--- config.mk ---
export PLATFORM = sky130hd
export DESIGN_NAME = sa_result_drain
export DESIGN_NICKNAME = d
export VERILOG_FILES = /design/src/rtl/sa_result_drain.sv
export SDC_FILE = /design/constraint.sdc
export NUM_CORES = 1
export LEC_CHECK = 0
export ABC_CLOCK_PERIOD_IN_PS = 2800
export CAP_MARGIN = 0
export CORE_UTILIZATION = 38
export DETAILED_ROUTE_END_ITERATION = 12
export GPL_ROUTABILITY_DRIVEN = 0
export PLACE_DENSITY = 0.8
export SYNTH_ARGS = -nofsm -noshare
export SYNTH_HDL_FRONTEND = slang
export SYNTH_SLANG_ARGS = --single-unit
--- constraint.sdc ---
create_clock -name clk -period 2.8 [get_ports clk]
set_clock_uncertainty 0.2 [all_clocks]
set_input_delay 0.56 -clock clk [delete_from_list [all_inputs] [get_ports clk]]
set_output_delay 0.56 -clock clk [all_outputs]
set_load 0.05 [all_outputs]
--- src/rtl/sa_result_drain.sv ---
// sa_result_drain: streams all N*N PE accumulators to result memory, then clears them.
module sa_result_drain #(
    parameter int N     = 8,
    parameter int AW    = 10,
    parameter int ACC_W = 20,
    parameter int SW    = $clog2(N)
) (
    input  logic             clk,
    input  logic             rst,
    input  logic             start,
    input  logic             sa_done,
    input  logic [AW-1:0]    base_addr,
    input  logic [ACC_W-1:0] acc_data,
    input  logic             wr_ready,
    output logic [SW-1:0]    row_sel,
    output logic [SW-1:0]    col_sel,
    output logic             wr_en,
    output logic [AW-1:0]    wr_addr,
    output logic [ACC_W-1:0] wr_data,
    output logic             clr_acc,
    output logic             busy,
    output logic             done
);
    localparam int IW = 2 * SW;
    localparam logic [IW-1:0] LAST = IW'(N * N - 1);

    typedef enum logic [2:0] {IDLE, WAIT_SA, DRAIN, CLEAR, DONE} state_t;

    state_t        state, state_n;
    logic [IW-1:0] idx;
    logic [AW-1:0] base_q;
    logic          accept;

    always_ff @(posedge clk or posedge rst) begin
        if (rst) state <= IDLE;
        else     state <= state_n;
    end

    always_comb begin
        state_n = state;
        case (state)
            IDLE:    state_n = start ? WAIT_SA : IDLE;
            WAIT_SA: state_n = sa_done ? DRAIN : WAIT_SA;
            DRAIN:   state_n = (accept && idx == LAST) ? CLEAR : DRAIN;
            CLEAR:   state_n = DONE;
            DONE:    state_n = IDLE;
            default: state_n = IDLE;
        endcase
    end

    always_comb begin
        wr_en   = state == DRAIN;
        clr_acc = state == CLEAR;
        done    = state == DONE;
        busy    = state != IDLE;
    end

    assign accept  = wr_en && wr_ready;
    assign wr_data = acc_data;
    assign row_sel = idx[IW-1:SW];
    assign col_sel = idx[SW-1:0];
    // Address wraps silently at 2^AW.
    assign wr_addr = base_q + AW'(idx);

    always_ff @(posedge clk or posedge rst) begin
        if (rst) begin
            idx    <= '0;
            base_q <= '0;
        end else if (state == IDLE) begin
            idx <= '0;
            if (start) base_q <= base_addr;
        end else if (accept) begin
            idx <= idx + 1'b1;
        end
    end
endmodule

Yosys cells after proc, flatten, opt, wreduce, memory -nomap -nowiden
Cells that the tools add are included.
- register bits: 19
- input bits: 35
- output and inout bits: 40
- logic and storage cells: 22
- add/sub/neg operators: 2
- eq/ne operators: 5
- multiplexer cells: 6
- reduce and logical (&&, ||, !) cells: 6
- operators with widths (operator ; count):
    $mux W6 ; 2
    $pmux W3 S4 ; 1
    $add A10 B6 Y10 ; 1
    $add A6 B1 Y6 const B ; 1
    $eq A3 B2 Y1 const B ; 2
    $eq A6 B6 Y1 const B ; 1
    $eq A3 B1 Y1 const B ; 1
    $eq A3 B3 Y1 const B ; 1
    $logic_not A3 Y1 ; 1
    $reduce_bool A3 Y1 ; 1
    $logic_and A1 B1 Y1 ; 2
    $mux W1 ; 2
    $mux W2 ; 1
    $reduce_and A2 Y1 ; 1
    $reduce_bool A2 Y1 ; 1

Logic depth before layout (Yosys ltp)
Gate-level depths: netlist of the first run.
- depth after elaboration: 5
- mapped depth: 7
- mapped depth without buffers: 7

Worst setup path before layout of the first run
No wires, ideal clock.
- path kind: register to output
- start: reg idx[0]
- end: out wr_addr[8]
- arrival: 2384 ps
- required time: 2040 ps
- path slack: -344 ps
- stages on the path, launching flop included: 8
- buffers on the path: 0
- cell sequence: dfrtp_1 > ha_1 > inv_1 > fa_1 > nor2b_4 > o31a_1 > or4b_1 > nand3_1
- cells in the longest elaborated chain, start to end: 1
- ends and longest elaborated chain (element ; RTL line ; source):
    start: declaration ; 30 ; logic [IW-1:0] idx;
    start signal: assignment ; 73 ; idx <= idx + 1'b1;
    $add A10 B6 Y10 ; 63 ; assign wr_addr = base_q + AW'(idx);
    end: declaration ; 18 ; output logic [AW-1:0] wr_addr,
Every way passes these cells.

Worst setup path after layout of the first run
Ends and elaborated chain as after synthesis.

==> flow_metrics.py, run 1 <==
metrics = {
    "run_status": {
        "status": "finished, violations left",
        "violations": "setup timing",
    },
    "detailed_routing": {
        "wirelength_um": 2860,
        "first_iter_violations": 10,
        "ant_nets": 0,
        "vias_per_cell": 5.11,
        "drc_errors": 0,
        "vias": 1068,
        "wire_per_inst_um": 13.7,
        "drt_first_pass_iters": 4,
    },
    "pwr": {
        "pwr-share-clk_pct": 6.3,
        "p_sw_mw": 1.02,
        "power_density_nw_per_um2": 1160,
        "p_sw_share_pct": 47.2,
        "power_leakage_nw": 0.804,
        "power_mw": 2.16,
        "intPower_mw": 1.14,
        "vdd_drop_max_mv": 0.565,
        "sequentialPowerShare_pct": 22.6,
        "power_frac_comb_pct": 71.1,
    },
    "global_routing": {
        "overflow": 0,
        "grt_pass1_vias": 1055,
        "antenna_found_initial": 0,
        "grt_usage_pct": 16.4,
        "grt_pass1_wl_um": 4520,
        "grt_max_degree": 20,
    },
    "synthesis": {
        "synth_area_leader_cell": "dfrtp_1",
        "synth-seq-cells": 19,
        "synth_top_family_by_area": "simple AND/OR/NAND/NOR gates",
        "synth_cell_type_count": 34,
        "synth_mux_area_share_pct": 6.74,
        "synth_top_area_share_pct": 35.5,
        "synth-simple-area-share_pct": 18.8,
        "synthArstFlopShare_pct": 100,
        "ys.warnings.count": 0,
        "synth_area_sq_um": 1340,
        "synth_xor_area_share_pct": 6.55,
        "synthTopCellsByArea": "dfrtp_1, buf_4, mux2_2",
        "syn_inst": 140,
        "synth.net_count": 183,
        "yosysSeqAreaShare_pct": 35.5,
        "synth_edf_count": 0,
        "avgSynthCellArea_sq_um": 9.55,
        "synth_flop_cell": "dfrtp_1",
        "yosys.area_share.adder_pct": 8.04,
        "synth_compound_area_share_pct": 9.35,
    },
    "clock_network": {
        "cts_tree": "yes",
        "cts_root_buf": "clkbuf_4",
        "ctsHtreeMaxLevel": 1,
        "clock_latency_ns": 0.29,
        "cts-buffers-inserted": 3,
        "cts.clk_slew.worst_paths_ns": 0.11,
        "ctsHoldBuffers": 0,
        "cts_buffer_depth": 2,
        "clock-sinks": 19,
    },
    "cells_and_area": {
        "layout_common_cells": "clkdlybuf4s50_1, dfrtp_1, nor2_1",
        "fill_cells": 302,
        "design_area_sq_um": 1860,
        "final_layout_size_suffix_gt1_share_pct": 29.4,
        "area_growth_pct": 39.2,
        "diodes": 0,
        "post-route-util_pct": 55.4,
        "finalNetCount": 207,
        "layout_commonest_cell": "clkdlybuf4s50_1",
    },
    "setup_path": {
        "arrival_ns": 2.29,
        "critPathLaunchType": "flop",
        "cp.depth": 8,
        "reg2reg_depth": 3,
        "cp_max_fo": 3,
        "crit_slowest_cell": "or4b_1",
        "crit_chain": "ha_4 -> inv_2 -> fa_2 -> nor2b_4 -> o31a_1 -> or4b_1 -> nand3_2 -> buf_12",
        "path_class": "flop to output pin",
        "worstPathRequired_ns": 2.04,
        "path_buf_inv": 2,
        "cpLargestDelayFamily": "simple AND/OR/NAND/NOR gates",
        "end_kind": "output pin",
        "critPathMaxStageDelay_ns": 0.49,
    },
    "floorplanning": {
        "core_area_sq_um": 3360,
        "die_area_sq_um": 3760,
        "die_w_um": 61.3,
        "rows": 21,
        "io_pins": 75,
        "start_util_pct": 39.8,
        "die_h_um": 61.3,
    },
    "timing": {
        "setup_violations": 5,
        "tightest_slew_ns": 0.712,
        "hold_viol": 0,
        "rsz0062_at_grt": "yes",
        "maxSlewViolCount": 0,
        "min_period_ns": 3.05,
        "clock.fmax_mhz": 328,
        "period_share_pct": 109,
        "fin_setup_tns_ns": -0.567,
        "slew_headroom_pct": 52.5,
        "fin_ws_ns": -0.246,
    },
    "place": {
        "port_buffers": 34,
        "dpl-instance-area_sq_um": 1760,
        "place_ws_ns": 0.0134,
        "hpwl_um": 2240,
    },
    "worst_hold_path": {
        "holdPathStages": 1,
        "min_path_type": "flop to flop",
    },
    "run": {
        "maxCapViolations": 0,
    },
}
## flip-flops by register name, summed over array words and instances (netlist names)
signal and cells:
idx 6, base_q 10, state 3
## power by group through the flow
stage / Combinational [mW] / Clock [mW] / Sequential, mW
final: 1.54 / 0.135 / 0.490
after global routing: 1.62 / 0.156 / 0.506
after CTS: 1.52 / 0.141 / 0.486
after detailed placement: 1.51 / 0 / 0.486
after global placement: 1.49 / 0 / 0.477
after floorplan: 0.991 / 0 / 0.498
## cells by family after synthesis
group | after synthesis
AO/OA/AOI/OAI | 20
XOR/XNOR | 10
adder cells (fa/ha/maj) | 8
buffers and inverters | 31
flip-flops | 19
multiplexers | 8
AND/OR/NAND/NOR | 44
## cell usage after synthesis (all sizes together), types with 2 or more instances
library cell	count
ha	7
nor2b	2
inv	7
nand2	6
o211ai	4
nand3	5
a211oi	2
o21ai	6
mux2	8
nor2	14
and3	2
a21oi	5
nand4	3
buf	22
xor2	4
dfrtp	19
nor3	2
nor3b	4
clkbuf	2
xnor2	6
## through the flow
| step | hold slack (ns) | cells |
|---|---|---|
| CTS | 0.331 | 206 |
| floorplan | 0.285 | 140 |
| detailed placement | 0.304 | 201 |
| global placement | 0.295 | 201 |
| finish | 0.324 | 209 |
| global route | 0.342 | 209 |
## worst paths after layout
path / start / endpoint / slack [ns]
setup / recovery: idx[0]$_DFFE_PP0P_ / wr_addr[8] / -0.25
hold / removal: base_q[5]$_DFFE_PP0P_ / base_q[5]$_DFFE_PP0P_ / 0.32
setup reg to reg: state[1]$_DFF_PP0_ / base_q[9]$_DFFE_PP0P_ / 0.94
hold reg to reg: base_q[5]$_DFFE_PP0P_ / base_q[5]$_DFFE_PP0P_ / 0.32
max in group asynchronous: rst / idx[0]$_DFFE_PP0P_ / 1.44
min in group asynchronous: rst / base_q[4]$_DFFE_PP0P_ / 0.47
## routing by layer
metal	wire [um]	global-route usage (%)	vias up	part of all wire, %
met3	183	4.83	6	6.4
met4	65	7.30	0	2.3
met2	1460	27.5	41	51
met5	0	0	-	0
met1	1150	19.5	512	40
li1	-	-	509	-
## what timing repair did
item	in CTS	in global routing
pin swaps	1	5
setup buffers	1	3
resized for setup	5	4
setup endpoints to repair	6	8
## layout make-up
type,instances,area [sq um],area share (%)
sequential,19,478,25.7
tap,46,57.6,3.09
multi-input combinational,90,769,41.3
inverter,7,26.3,1.41
clock buffer,4,26.3,1.41
timing repair buffer,43,504,27.1
No activity file was read; power rests on OpenSTA's default activity.
==> run 2: changes to the inputs <==
--- a/config.mk
+++ b/config.mk
@@ -11,6 +11,7 @@
 export DETAILED_ROUTE_END_ITERATION = 12
 export GPL_ROUTABILITY_DRIVEN = 0
 export PLACE_DENSITY = 0.8
+export SKIP_CTS_REPAIR_TIMING = 1
 export SYNTH_ARGS = -nofsm -noshare
 export SYNTH_HDL_FRONTEND = slang
 export SYNTH_SLANG_ARGS = --single-unit
==> run 2 against run 1 <==
  * The run still ends with setup timing left
  * First-iteration DRC count shrank 10%
  * Final cell count shrank 1.4%
  * Clock-buffer cell count is the same
  * Register-to-register slack is essentially flat
  * Hold slack is essentially flat
  * Flip-flop and latch count is the same
  * Routed wire length shrank 2.1%
  * Combinational power is essentially flat
  * Core utilization shrank 1.1 points
  * Die area is the same
  * Critical path type unchanged
  * Critical endpoint unchanged
  * Largest cell class unchanged
  * Largest power group unchanged
  * Highest routed layer unchanged
==> flow_metrics.py, run 2 (synthesized netlist as in run 1, its figures left out) <==
metrics = {
    "detailed_routing": {
        "first_iter_violations": 9,
        "wirelength_um": 2800,
        "drc_errors": 0,
        "wire_per_inst_um": 13.6,
        "vias": 1063,
        "drt_first_pass_iters": 4,
        "ant_nets": 0,
        "vias_per_cell": 5.16,
    },
    "setup_path": {
        "crit_path_start": "idx[0]$_DFFE_PP0P_",
        "worstPathRequired_ns": 2.04,
        "end_kind": "output pin",
        "r2r-start": "state[1]$_DFF_PP0_",
        "arrival_ns": 2.28,
        "path_class": "flop to output pin",
        "r2r-end": "base_q[9]$_DFFE_PP0P_",
        "critPathLaunchType": "flop",
        "reg2reg_depth": 3,
        "worst_setup_path_endpoint": "wr_addr[8]",
        "cp_max_fo": 5,
        "rrSetupSlack_ns": 0.95,
    },
    "floorplanning": {
        "rows": 21,
        "start_util_pct": 39.8,
        "die_area_sq_um": 3760,
        "io_pins": 75,
        "die_h_um": 61.3,
        "die_w_um": 61.3,
        "core_area_sq_um": 3360,
    },
    "clock_network": {
        "clock-sinks": 19,
        "cts_tree": "yes",
        "cts_buffer_depth": 2,
        "cts-buffers-inserted": 3,
        "clock_latency_ns": 0.30,
        "ctsHtreeMaxLevel": 1,
        "cts_root_buf": "clkbuf_4",
        "cts.clk_slew.worst_paths_ns": 0.11,
    },
    "cells_and_area": {
        "finalNetCount": 204,
        "final_layout_size_suffix_gt1_share_pct": 27.5,
        "largest_register_ffs": 10,
        "top_register": "base_q",
        "area_growth_pct": 36.4,
        "post-route-util_pct": 54.2,
        "fin_cells": 206,
        "layout_commonest_cell": "clkdlybuf4s50_1",
        "layout_common_cells": "clkdlybuf4s50_1, dfrtp_1, nor2_1",
        "top_regs": "base_q (10), idx (6), state (3)",
        "diodes": 0,
    },
    "timing": {
        "rsz0062_at_grt": "yes",
        "maxSlewViolCount": 0,
        "setup_violations": 6,
        "fin_ws_ns": -0.243,
        "fin_setup_tns_ns": -0.828,
        "hold_slack_ns": 0.324,
        "min_period_ns": 3.04,
        "hold_viol": 0,
        "slew_headroom_pct": 52.3,
        "tightest_slew_ns": 0.714,
        "clock.fmax_mhz": 329,
        "period_share_pct": 109,
    },
    "global_routing": {
        "overflow": 0,
        "antenna_found_initial": 0,
        "grt_pass1_vias": 1049,
        "grt_max_degree": 20,
        "grt_pass1_wl_um": 4430,
        "grt_usage_pct": 16.0,
    },
    "place": {
        "placedCellCount": 201,
        "hpwl_um": 2240,
        "port_buffers": 34,
    },
    "pwr": {
        "power_density_nw_per_um2": 1170,
        "power_mw": 2.14,
        "power_leakage_nw": 0.785,
        "vdd_drop_max_mv": 0.564,
    },
    "run_status": {
        "violations": "setup timing",
        "status": "finished, violations left",
    },
    "worst_hold_path": {
        "min_path_type": "flop to flop",
    },
    "run": {
        "maxCapViolations": 0,
    },
}
-- run 2: metal layers --
metal	share of wire (%)	GRT usage, %	up-vias
met5	0	0	-
met4	3.0	7.62	0
met3	7.5	4.83	8
met2	50	26.2	44
met1	39	19.2	505
li1	-	-	506
-- run 2: cell type report --
cell class,count,area (sq um)
clock buffer,4,26.3
sequential,19,478
timing repair buffer,40,478
fill,312,1540
multi-input combinational,90,758
inverter,7,26.3
tap,46,57.6
-- run 2: worst min-delay path by stage --
stage / start / to / slack, ns / cells past startpoint
floorplan: base_q[0]$_DFFE_PP0P_ / base_q[0]$_DFFE_PP0P_ / 0.28 / 1
global placement: base_q[0]$_DFFE_PP0P_ / base_q[0]$_DFFE_PP0P_ / 0.30 / 1
detailed placement: base_q[0]$_DFFE_PP0P_ / base_q[0]$_DFFE_PP0P_ / 0.30 / 1
CTS: base_q[0]$_DFFE_PP0P_ / base_q[0]$_DFFE_PP0P_ / 0.33 / 1
global route: base_q[4]$_DFFE_PP0P_ / base_q[4]$_DFFE_PP0P_ / 0.34 / 1
finish: base_q[5]$_DFFE_PP0P_ / base_q[5]$_DFFE_PP0P_ / 0.32 / 1
-- run 2: worst max-delay path, stage by stage, from the launching register on --
cell and delay [ns]:
dfrtp_2 0.44, ha_4 0.17, inv_2 0.05, fa_2 0.24, nor2b_4 0.05, o31a_1 0.29, or4b_1 0.50, nand3_2 0.11
buf_12 0.14
-- run 2: power by group --
group | switching [mW] | leakage (nW) | internal, mW | total, mW
clock network | 0.0804 | 0.0150 | 0.0555 | 0.136
registers | 0.114 | 0.238 | 0.375 | 0.489
logic | 0.816 | 0.533 | 0.702 | 1.52
total | 1.01 | 0.785 | 1.13 | 2.14
-- run 2: metrics by stage --
| step | worst slack (ns) | cell area [sq um] |
|---|---|---|
| after floorplan | -0.116 | 1410 |
| after global placement | 0.0617 | 1760 |
| after detailed placement | 0.0134 | 1760 |
| after CTS | -0.332 | 1780 |
| after global routing | -0.311 | 1820 |
| final | -0.243 | 1820 |
==> patch (settings of run 1) <==
`N`: 8 -> 16.
--- a/src/rtl/sa_result_drain.sv
+++ b/src/rtl/sa_result_drain.sv
@@ -1,6 +1,6 @@
 // sa_result_drain: streams all N*N PE accumulators to result memory, then clears them.
 module sa_result_drain #(
-    parameter int N     = 8,
+    parameter int N     = 16,
     parameter int AW    = 10,
     parameter int ACC_W = 20,
     parameter int SW    = $clog2(N)
Ports: changed (resized col_sel and row_sel); port bits go from 75 to 77. The function was not compared with the original's and may differ.
==> patch against run 1 <==
  * The run still ends with setup timing left
  * Global-route usage fell by 0.41 points
  * Largest power group unchanged
  * Synthesized area is 15% higher
  * Setup slack improved by 0.24 ns
  * Largest cell class unchanged
  * Power shrank 15%
  * Sequential power fell by 19%
  * Cell count rose by 12%
  * Wire length grew 15%
  * Design area up 20%
  * Critical path depth is 1 lower
  * Sequential cell count increased by 2
  * Sequential share of layout area shrank 1.9 points
  * Critical endpoint is now wr_addr[7]
  * Critical path type unchanged
  * Non-clock buffer count rose by 3
  * Core utilization up 3.7 points
==> patch: results (changes against run 1) <==
Setup path
  – Critical-path top delay cell: or4_4 (was or4b_1)
  – Critical Path Max Stage Delay: 0.53 ns (was 0.49 ns)
  – CP max FO: 4 (was 3)
  – CP Data Arrival Time: 2.05 ns (was 2.29 ns)

Logic synthesis
  – Synth top area cells: dfrtp_1 34%, buf_4 9.8%, ha_1 7.3%, mux2_2 6.6%, xnor2_1 4.6% (was dfrtp_1 36%, buf_4 11%, mux2_2 6.7%, ha_1 6.5%, nor2_1 3.9%)
  – Commonest cells post-synth: 21 x dfrtp_1, 20 x buf_4, 14 x nor2_1 (was 20 x buf_4, 19 x dfrtp_1, 14 x nor2_1)
  – Adder-Cell Fraction of Synth Area: 0.0865 (was 0.0804)
  – Post-synthesis compound-gate area fraction: 0.113 (was 0.0935)
  – Gate count of the mapped netlist: 161 (was 140)
  – XOR/XNOR Fraction of Synth Area: 0.0571 (was 0.0655)
  – Synth unique cells: 39 (was 34)
  – Yosys warns: 0 (unchanged)
  – Register area share after synthesis: 0.343 (was 0.355)

Placement
  – DP HPWL: 2320 um (was 2240 um)
  – Placed cell areas: 1980 um^2 (was 1760 um^2)
  – Dpl cells: 228 (was 201)
  – DP Worst Slack: 0.127 ns (was 0.0134 ns)

Detailed routing
  – 1st-iter DRT viols: 117 (was 10)
  – DR pass1 iterations: 5 (was 4)
  – Met2 Wirelength: 1630 um (was 1460 um)
  – Via count: 1231 (was 1068)

Final layout
  – Filler cells: 296 (was 302)
  – Finished Core Util: 0.591 (was 0.554)
  – Layout Cells excl Fill: 234 (was 209)
  – Share of layout cells above drive strength 1: 0.333 (was 0.294)

GRT
  – GRT Overall Usage: 0.160 (was 0.164)
  – First-pass GRT wire length: 5370 um (was 4520 um)
  – Met3 Track Usage GR: 0.0174 (was 0.0483)
  – Grt met1 use: 0.209 (was 0.195)
  – Largest net degree at the start of global routing: 22 (was 20)

Clocking
  – Cts repair resizes: 19 (was 5)
  – Clk_lat worst skew: 0.26 ns (was 0.29 ns)
  – Root buf cell: clkbuf_8 (was clkbuf_4)

Timing
  – Final worst slack: -0.00905 ns (was -0.246 ns)
  – Final setup vio count: 3 (was 5)

Status
  – Failing checks: setup timing (unchanged)
  – Outcome: finished, violations left (unchanged)

Pwr
  – Static leakage: 0.938 nW (was 0.804 nW)
  – Worst VDD drop: 0.353 mV (was 0.565 mV)
patch: area by class of cell:
class / count / share of cell area
Clock buffer: 4 / 0.0202
Tap cell: 48 / 0.0270
Inverter: 8 / 0.0135
Multi-Input combinational cell: 107 / 0.465
Sequential cell: 21 / 0.238
Timing Repair Buffer: 46 / 0.237
patch: final timing paths:
kind,start,end,slack [ns],cells after the start
max in group asynchronous,rst,idx[6]$_DFFE_PP0P_,1.35,2
worst max register to register,state[0]$_DFF_PP0_,idx[3]$_DFFE_PP0P_,0.99,3
worst min register to register,base_q[7]$_DFFE_PP0P_,base_q[7]$_DFFE_PP0P_,0.37,1
worst min-delay path,base_q[7]$_DFFE_PP0P_,base_q[7]$_DFFE_PP0P_,0.37,1
worst max-delay path,idx[0]$_DFFE_PP0P_,wr_addr[7],-0.009,7
min in group asynchronous,rst,idx[0]$_DFFE_PP0P_,0.52,2
patch: power by group:
part	internal, mW	switching (mW)
registers	0.345	0.0544
logic	0.566	0.673
clock network	0.101	0.0914
total	1.01	0.818
